## config.mk

```make
export PLATFORM = sky130hd
export DESIGN_NAME = uart_boot_loader_ctrl
export DESIGN_NICKNAME = d
export VERILOG_FILES = /design/src/rtl/uart_boot_loader_ctrl.sv
export SDC_FILE = /design/constraint.sdc
export NUM_CORES = 1
export LEC_CHECK = 0
export ABC_AREA = 1
export CORE_MARGIN = 2
export CORE_UTILIZATION = 52
export DETAILED_ROUTE_END_ITERATION = 10
export GPL_TIMING_DRIVEN = 0
export PLACE_DENSITY_LB_ADDON = 0.15
export REMOVE_ABC_BUFFERS = 1
export SLEW_MARGIN = 0
export SYNTH_ARGS = -nofsm -noshare
export SYNTH_HDL_FRONTEND = slang
export SYNTH_SLANG_ARGS = --single-unit
```

## constraint.sdc

```tcl
create_clock -name clk -period 5.1 [get_ports clk]
set_input_delay 1.02 -clock clk [delete_from_list [all_inputs] [get_ports clk]]
set_output_delay 1.02 -clock clk [all_outputs]
set_load 0.01 [all_outputs]
```

## src/rtl/uart_boot_loader_ctrl.sv

```systemverilog
// Boot loader sequencer: takes a length header and N program words from the UART rx word
// buffer, writes them to instruction memory, then reports ACK/NAK over the UART tx path.
module uart_boot_loader_ctrl #(
  parameter int          ADDR_W    = 14,
  parameter int          MAX_WORDS = 16384,
  parameter int          BASE_ADDR = 0,
  parameter logic [7:0]  ACK_BYTE  = 8'hAA,
  parameter logic [7:0]  NAK_BYTE  = 8'h55
) (
  input  logic              clk,
  input  logic              rstn,
  input  logic              start,
  input  logic [31:0]       word_in,
  input  logic              word_valid,
  output logic              mem_we,
  output logic [ADDR_W-1:0] mem_addr,
  output logic [31:0]       mem_wdata,
  output logic [7:0]        tx_data,
  output logic              tx_start,
  input  logic              tx_busy,
  output logic              load_done,
  output logic              load_err,
  output logic [ADDR_W:0]   word_count
);

  localparam logic [ADDR_W-1:0] BASE  = ADDR_W'(BASE_ADDR);
  localparam logic [31:0]       MAX32 = 32'(MAX_WORDS);

  typedef enum logic [2:0] {
    IDLE,
    WAIT_SIZE,
    LOAD,
    SEND_ACK,
    SEND_NAK,
    DONE,
    ERR
  } state_t;

  state_t          state;
  logic [ADDR_W:0] size;
  logic [ADDR_W:0] count_inc;

  assign count_inc = word_count + 1'b1;

  always_ff @(posedge clk) begin
    if (!rstn) begin
      state      <= IDLE;
      size       <= '0;
      mem_we     <= 1'b0;
      mem_addr   <= BASE;
      mem_wdata  <= '0;
      tx_start   <= 1'b0;
      tx_data    <= '0;
      load_done  <= 1'b0;
      load_err   <= 1'b0;
      word_count <= '0;
    end else begin
      mem_we   <= 1'b0;
      tx_start <= 1'b0;
      case (state)
        IDLE: begin
          // a word arriving together with start is dropped; the header comes later
          if (start) begin
            state      <= WAIT_SIZE;
            word_count <= '0;
            load_done  <= 1'b0;
            load_err   <= 1'b0;
          end
        end
        WAIT_SIZE: begin
          if (word_valid) begin
            if (word_in == '0) begin
              state <= SEND_ACK;
            end else if (word_in > MAX32) begin
              state <= SEND_NAK;
            end else begin
              size  <= word_in[ADDR_W:0];
              state <= LOAD;
            end
          end
        end
        LOAD: begin
          if (word_valid) begin
            mem_we     <= 1'b1;
            mem_wdata  <= word_in;
            mem_addr   <= BASE + word_count[ADDR_W-1:0];
            word_count <= count_inc;
            if (count_inc == size) begin
              state <= SEND_ACK;
            end
          end
        end
        SEND_ACK: begin
          if (!tx_busy) begin
            tx_start <= 1'b1;
            tx_data  <= ACK_BYTE;
            state    <= DONE;
          end
        end
        SEND_NAK: begin
          if (!tx_busy) begin
            tx_start <= 1'b1;
            tx_data  <= NAK_BYTE;
            state    <= ERR;
          end
        end
        DONE: begin
          if (start) begin
            state      <= WAIT_SIZE;
            word_count <= '0;
            load_done  <= 1'b0;
            load_err   <= 1'b0;
          end else begin
            load_done <= 1'b1;
          end
        end
        ERR: begin
          if (start) begin
            state      <= WAIT_SIZE;
            word_count <= '0;
            load_done  <= 1'b0;
            load_err   <= 1'b0;
          end else begin
            load_err <= 1'b1;
          end
        end
        default: state <= IDLE;
      endcase
    end
  end

endmodule

```

==> results of run 1 <==
-- metrics by stage --
stage               instance area, sq um  cells
finish                              5264    749
global route                        5264    749
CTS                                 5264    749
detailed placement                  5064    733
global placement                    5024    731
floorplan                           3809    523
-- worst max-delay path by stage --
stage / depth (start not counted) / slack [ns] / to
2_1_floorplan: 6 / 1.79 / word_count[2]
3_3_place_gp: 5 / -0.54 / word_count[4]
3_5_place_dp: 7 / 1.27 / word_count[4]
4_1_cts: 7 / 1.64 / word_count[4]
5_1_grt: 7 / 1.40 / word_count[2]
6_report: 7 / 1.64 / word_count[4]
-- where the power goes --
group	internal [W]	total [W]	switching (W)	leakage [nW]
combinational	0.000234	0.000529	0.000295	1.32
clock	0.000241	0.000487	0.000246	0.0959
sequential	0.000739	0.000786	0.0000472	0.688
total	0.00121	0.00180	0.000588	2.10
-- synthesized netlist by cell type, types with 2 or more instances --
| library cell | number | area share, % |
|---|---|---|
| a21oi_1 | 25 | 3.2 |
| nor3_1 | 4 | 0.51 |
| nand3_2 | 4 | 1.0 |
| nor2_4 | 3 | 0.86 |
| xnor2_1 | 2 | 0.44 |
| o21ai_1 | 2 | 0.25 |
| nand3_1 | 43 | 5.4 |
| inv_1 | 39 | 3.7 |
| nor2_1 | 116 | 11 |
| dfxtp_1 | 85 | 43 |
| nand3b_1 | 4 | 0.76 |
| nor4_1 | 5 | 0.79 |
| nand2_1 | 80 | 7.6 |
| nand2_4 | 3 | 0.86 |
| o21ai_0 | 64 | 8.1 |
| inv_2 | 6 | 0.57 |
| clkbuf_1 | 15 | 1.4 |
| nor2_2 | 6 | 0.95 |
| o31ai_1 | 8 | 1.5 |
| nand4_1 | 5 | 0.79 |
| buf_2 | 5 | 0.63 |
| buf_4 | 8 | 1.5 |
| o32ai_1 | 4 | 0.89 |
-- logic make-up (layout without fill, tap and decap cells) --
group,after synthesis,in the layout
XOR/XNOR,4,4
AO/OA/AOI/OAI,110,110
buffers and inverters,74,173
flip-flops,85,85
adder cells (fa/ha/maj),1,1
AND/OR/NAND/NOR,277,277
-- sequential cells by signal, indices dropped and copies added (netlist names) --
register / cells
mem_we: 1
state: 3
word_count: 15
load_done: 1
mem_addr: 14
size: 15
tx_start: 1
load_err: 1
mem_wdata: 32
tx_data: 2
-- worst min-delay path, stage by stage (launching register included) --
cell,delay [ns]
dfxtp_1,0.32
inv_1,0.06
a21oi_1,0.05
-- final cells by class --
cell class                 count  area, sq um
multi-input combinational    392         1939
inverter                      46        172.7
sequential                    85         1702
timing repair buffer         111         1126
fill                         635         2028
clock inverter                 5        58.81
clock buffer                  11        141.4
tap                           99        123.9
-- per-layer routing --
layer | global-route usage, % | routed length, um | vias to the layer above
li1 | - | - | 1996
met4 | 10.61 | 148 | 0
met5 | 0 | 0 | -
met3 | 6.224 | 791 | 14
met2 | 44.94 | 5179 | 134
met1 | 30.07 | 4370 | 1890
==> flow_metrics.env, run 1 <==
export IMPL_slowest_delay_ns=0.77
export IMPL_cts_tree="built"
export IMPL_r2r_cells=8
export IMPL_power_density_nw_per_um2=342.4
export IMPL_fin_total_pwr_w=0.001803
export IMPL_ir_drop_mv=0.1972
export IMPL_hp_class="reg -> reg"
export IMPL_overflow=0
export IMPL_yosys_area_share_simple_pct=31.83
export IMPL_numCtsBuffers=9
export IMPL_synth_avg_cell_area_sq_um=7.169
export IMPL_crit_family="buffers and inverters"
export IMPL_fin_nets=683
export IMPL_cts_buffer_depth=2
export IMPL_initial_core_util_pct=54.17
export IMPL_cp_arrival_ns=3.72
export IMPL_drt_total_wl_um=10490
export IMPL_synth_compound_gate_area_share_pct=15.55
export IMPL_grt_max_degree=54
export IMPL_yosysSeqAreaShare_pct=43.08
export IMPL_antenna_found_initial=0
export IMPL_drtIter0Drc=172
export IMPL_status="complete, no violations"
export IMPL_root_buffer="clkbuf_8"
export IMPL_clock_skew_ns=0.009998
export IMPL_worst_path_buf_inv=4
export IMPL_dpl_hpwl_um=7524
export IMPL_finalMaxSlewViolations=0
export IMPL_ys_flop_type="dfxtp_1"
export IMPL_cts_sinks=85
export IMPL_endpoint_kind="flip-flop"
export IMPL_postRouteAntennaNets=0
export IMPL_ys_ff_latch=85
export IMPL_r2r_start="state[1]"
export IMPL_required_ns=5.36
export IMPL_synthXorXnorAreaFrac_pct=1.267
export IMPL_tns_ns=0
export IMPL_dieArea_sq_um=8309
export IMPL_hold_ws_ns=0.4734
export IMPL_slew_headroom_pct=16.12
export IMPL_fin_crit_ns=3.463
export IMPL_final_util_pct=72.19
export IMPL_core_area_sq_um=7292
export IMPL_rows=31
export IMPL_cts_hold_buffers_added=0
export IMPL_synth_warnings=0
export IMPL_htree_num_levels=3
export IMPL_holdPathStages=2
export IMPL_max_cap_violations=0
export IMPL_wl_per_cell_um=14.01
export IMPL_hold_violations=0
export IMPL_async_reset_ff_share_pct=0
export IMPL_min_from="size[9]"
export IMPL_muxShareOfSynthArea_pct=0
export IMPL_pre_cts_slack_ns=1.274
export IMPL_synth_edf_count=0
export IMPL_cts_setup_buffers=0
export IMPL_min_to="size[9]"
export IMPL_post_route_period_util_pct=67.90
export IMPL_cts_resized=0
export IMPL_crit_slowest_cell="nor2_1"
export IMPL_final_cell_mix="nor2_1, clkdlybuf4s50_1, dfxtp_1"
export IMPL_drt_first_pass_iters=5
export IMPL_num_vias=4034
export IMPL_portBuffers=109
export IMPL_track_usage_pct=25.72
export IMPL_netlist_area_sq_um=3950
export IMPL_setup_violations=0
export IMPL_io_pins=110
export IMPL_yosysUniqueCellTypes=38
export IMPL_synth_fa_ha_area_share_pct=0.3168
export IMPL_gp_congestion=0.8784
export IMPL_syn_to_final_growth_pct=33.26
export IMPL_reg2reg_slack_ns=2.00
export IMPL_first_global_vias=3927
export IMPL_crit_path_start="word_valid"
export IMPL_routed_via_density=5.386
export IMPL_grt_pass1_wl_um=17510
export IMPL_fmax_ghz=0.2888
export IMPL_layout_drive_gt1_share_pct=7.077
export IMPL_worstPathCellList="clkdlybuf4s50_1 > inv_1 > nor2_4 > inv_2 > nor2_1 > inv_1 > o32ai_1"
export IMPL_mostFrequentLayoutCell="nor2_1"
export IMPL_synth_top_family_by_area="simple AND/OR/NAND/NOR gates"
export IMPL_die_height_um=91.16
export IMPL_worst_slack_ns=1.637
export IMPL_die_w_um=91.16
export IMPL_reg2reg_to="word_count[4]"
export IMPL_clk_pin_slew_ns=0.09
export IMPL_path_class="in -> reg"
export IMPL_rsz0062_at_grt="false"
export IMPL_synth_cells=551
export IMPL_antenna_cells=0
export IMPL_drc=0
export IMPL_crit_top_cell="inv_1"
export IMPL_p_leak_nw=2.099
export IMPL_tightest_slew_ns=1.258
export IMPL_crit_fanout=35
export IMPL_worstSkewPairLatency_ns=0.36
export IMPL_cp_start_kind="input pin"
Note: power is estimated with default switching activity, not from simulation.
==> run 2: changes to the inputs <==
Settings changed: CORE_UTILIZATION 52 to 48.
Clock period 5.1 ns to 3.35 ns, I/O delays scaled along.
==> run 2 against run 1 <==
Effect of this change:
- global-route usage down 1.6 points
- total power up 65%
- hold slack better by 0.0029 ns
- count of clock-buffer cells in the layout down 1
- critical endpoint is now word_count[7]
- largest power group unchanged
- highest routed layer unchanged
==> flow_metrics.env, run 2 (synthesized netlist as in run 1, its figures left out) <==
export IMPL_rsz0062_at_grt="false"
export IMPL_cts_setup_buffers=0
export IMPL_dieArea_sq_um=8971
export IMPL_finalMaxSlewViolations=0
export IMPL_root_buffer="clkbuf_8"
export IMPL_reg_top3="mem_wdata x32, size x15, word_count x15"
export IMPL_fin_crit_ns=2.963
export IMPL_fin_total_pwr_w=0.002967
export IMPL_status="complete, no violations"
export IMPL_cts_buffer_depth=2
export IMPL_antenna_cells=0
export IMPL_post_route_period_util_pct=88.43
export IMPL_syn_to_final_growth_pct=35.25
export IMPL_largest_register_ff_count=32
export IMPL_drc=0
export IMPL_track_usage_pct=24.07
export IMPL_clock_skew_ns=0.01208
export IMPL_postRouteAntennaNets=0
export IMPL_cp_start_kind="flip-flop"
export IMPL_drtIter0Drc=125
export IMPL_hp_class="reg -> reg"
export IMPL_required_ns=3.60
export IMPL_drt_total_wl_um=10360
export IMPL_die_height_um=94.72
export IMPL_gp_congestion=0.9217
export IMPL_instances_no_fill=756
export IMPL_mostFrequentLayoutCell="nor2_1"
export IMPL_portBuffers=109
export IMPL_regMostFlops="mem_wdata"
export IMPL_antenna_found_initial=0
export IMPL_setup_violations=0
export IMPL_p_leak_nw=2.139
export IMPL_r2r_cells=9
export IMPL_layout_drive_gt1_share_pct=7.373
export IMPL_wl_per_cell_um=13.70
export IMPL_die_w_um=94.72
export IMPL_holdPathStages=2
export IMPL_grt_max_degree=53
export IMPL_fill_cells=733
export IMPL_initial_core_util_pct=48.81
export IMPL_rows=33
export IMPL_cts_tree="built"
export IMPL_endpoint_kind="flip-flop"
export IMPL_cts_hold_buffers_added=0
export IMPL_first_global_vias=3747
export IMPL_fin_nets=684
export IMPL_slew_headroom_pct=52.03
export IMPL_tightest_slew_ns=0.7170
export IMPL_cp_arrival_ns=3.21
export IMPL_ir_drop_mv=0.3270
export IMPL_cts_sinks=85
export IMPL_place_inst=739
export IMPL_fmax_ghz=0.3376
export IMPL_numCtsBuffers=9
export IMPL_final_cell_mix="nor2_1, clkdlybuf4s50_1, dfxtp_1"
export IMPL_max_cap_violations=0
export IMPL_power_density_nw_per_um2=555.4
export IMPL_path_class="reg -> reg"
export IMPL_core_area_sq_um=8093
export IMPL_drt_first_pass_iters=5
export IMPL_hold_violations=0
export IMPL_worstSkewPairLatency_ns=0.36
export IMPL_overflow=0
export IMPL_routed_via_density=5.216
export IMPL_num_vias=3943
export IMPL_clk_pin_slew_ns=0.08
export IMPL_grt_pass1_wl_um=16980
export IMPL_dpl_hpwl_um=7401
export IMPL_crit_fanout=40
export IMPL_htree_num_levels=3
export IMPL_io_pins=110
==> run 2: changes by cell type in the layout (fill, tap and decap cells not counted), sizes merged <==
cell / delta
clkinvlp: -2
bufinv: +3
buf: +1
clkbuf: -1
==> run 2: metrics by stage <==
step           setup slack, ns  TNS (ns)  hold WS, ns  util [%]  area (sq um)
3_3_place_gp            -2.001    -54.21       0.4571     62.17          5031
6_report                0.3875         0       0.4763     66.02          5343
3_5_place_dp           -0.3239    -1.941       0.4673     62.66          5071
4_1_cts                0.05121         0       0.4760     65.89          5333
2_1_floorplan           0.3664         0       0.4437         -          3809
5_1_grt                 0.1141         0       0.5074     66.02          5343
==> run 2: timing repair <==
| item | in CTS | in global routing |
|---|---|---|
| resized for setup | 0 | 1 |
| hold endpoints to repair | 0 | 0 |
| setup endpoints to repair | 0 | 6 |
==> run 2: worst max-delay path, cell delays in order, from the launching register on <==
cell,delay [ns]
dfxtp_1,0.39
inv_1,0.10
nor2_1,0.19
nand2_1,0.24
nor2_4,0.43
buf_12,0.25
inv_2,0.27
nor2_2,0.52
inv_1,0.25
o32ai_1,0.19
==> run 2: worst paths after layout <==
| kind | start | endpoint | slack, ns |
|---|---|---|---|
| max reg2reg | state[1] | word_count[7] | 0.39 |
| min reg2reg | size[2] | size[2] | 0.48 |
| max | state[1] | word_count[7] | 0.39 |
| min | size[2] | size[2] | 0.48 |
==> run 2: routing by layer <==
layer | part of all wire [%] | global-route usage (%)
met5 | 0 | 0
met1 | 43 | 28.93
met3 | 8.1 | 7.183
met2 | 47 | 40.07
met4 | 1.7 | 10.02
==> run 2: final cells by class <==
| cell class | count | area, sq um | share of cell area (%) |
|---|---|---|---|
| inverters | 46 | 172.7 | 3.232 |
| well taps | 105 | 131.4 | 2.459 |
| multi-input cells | 392 | 1942 | 36.35 |
| repair buffers | 112 | 1134 | 21.22 |
| flip-flops and latches | 85 | 1702 | 31.85 |
| clock inverters | 6 | 133.9 | 2.506 |
| clock buffers | 10 | 127.6 | 2.389 |
==> run 2: where the power goes <==
| part | leakage (nW) | switching [W] | internal [W] |
|---|---|---|---|
| logic | 1.32 | 0.000460 | 0.000370 |
| registers | 0.688 | 0.0000682 | 0.00113 |
| clock network | 0.131 | 0.000371 | 0.000573 |
| total | 2.14 | 0.000899 | 0.00207 |
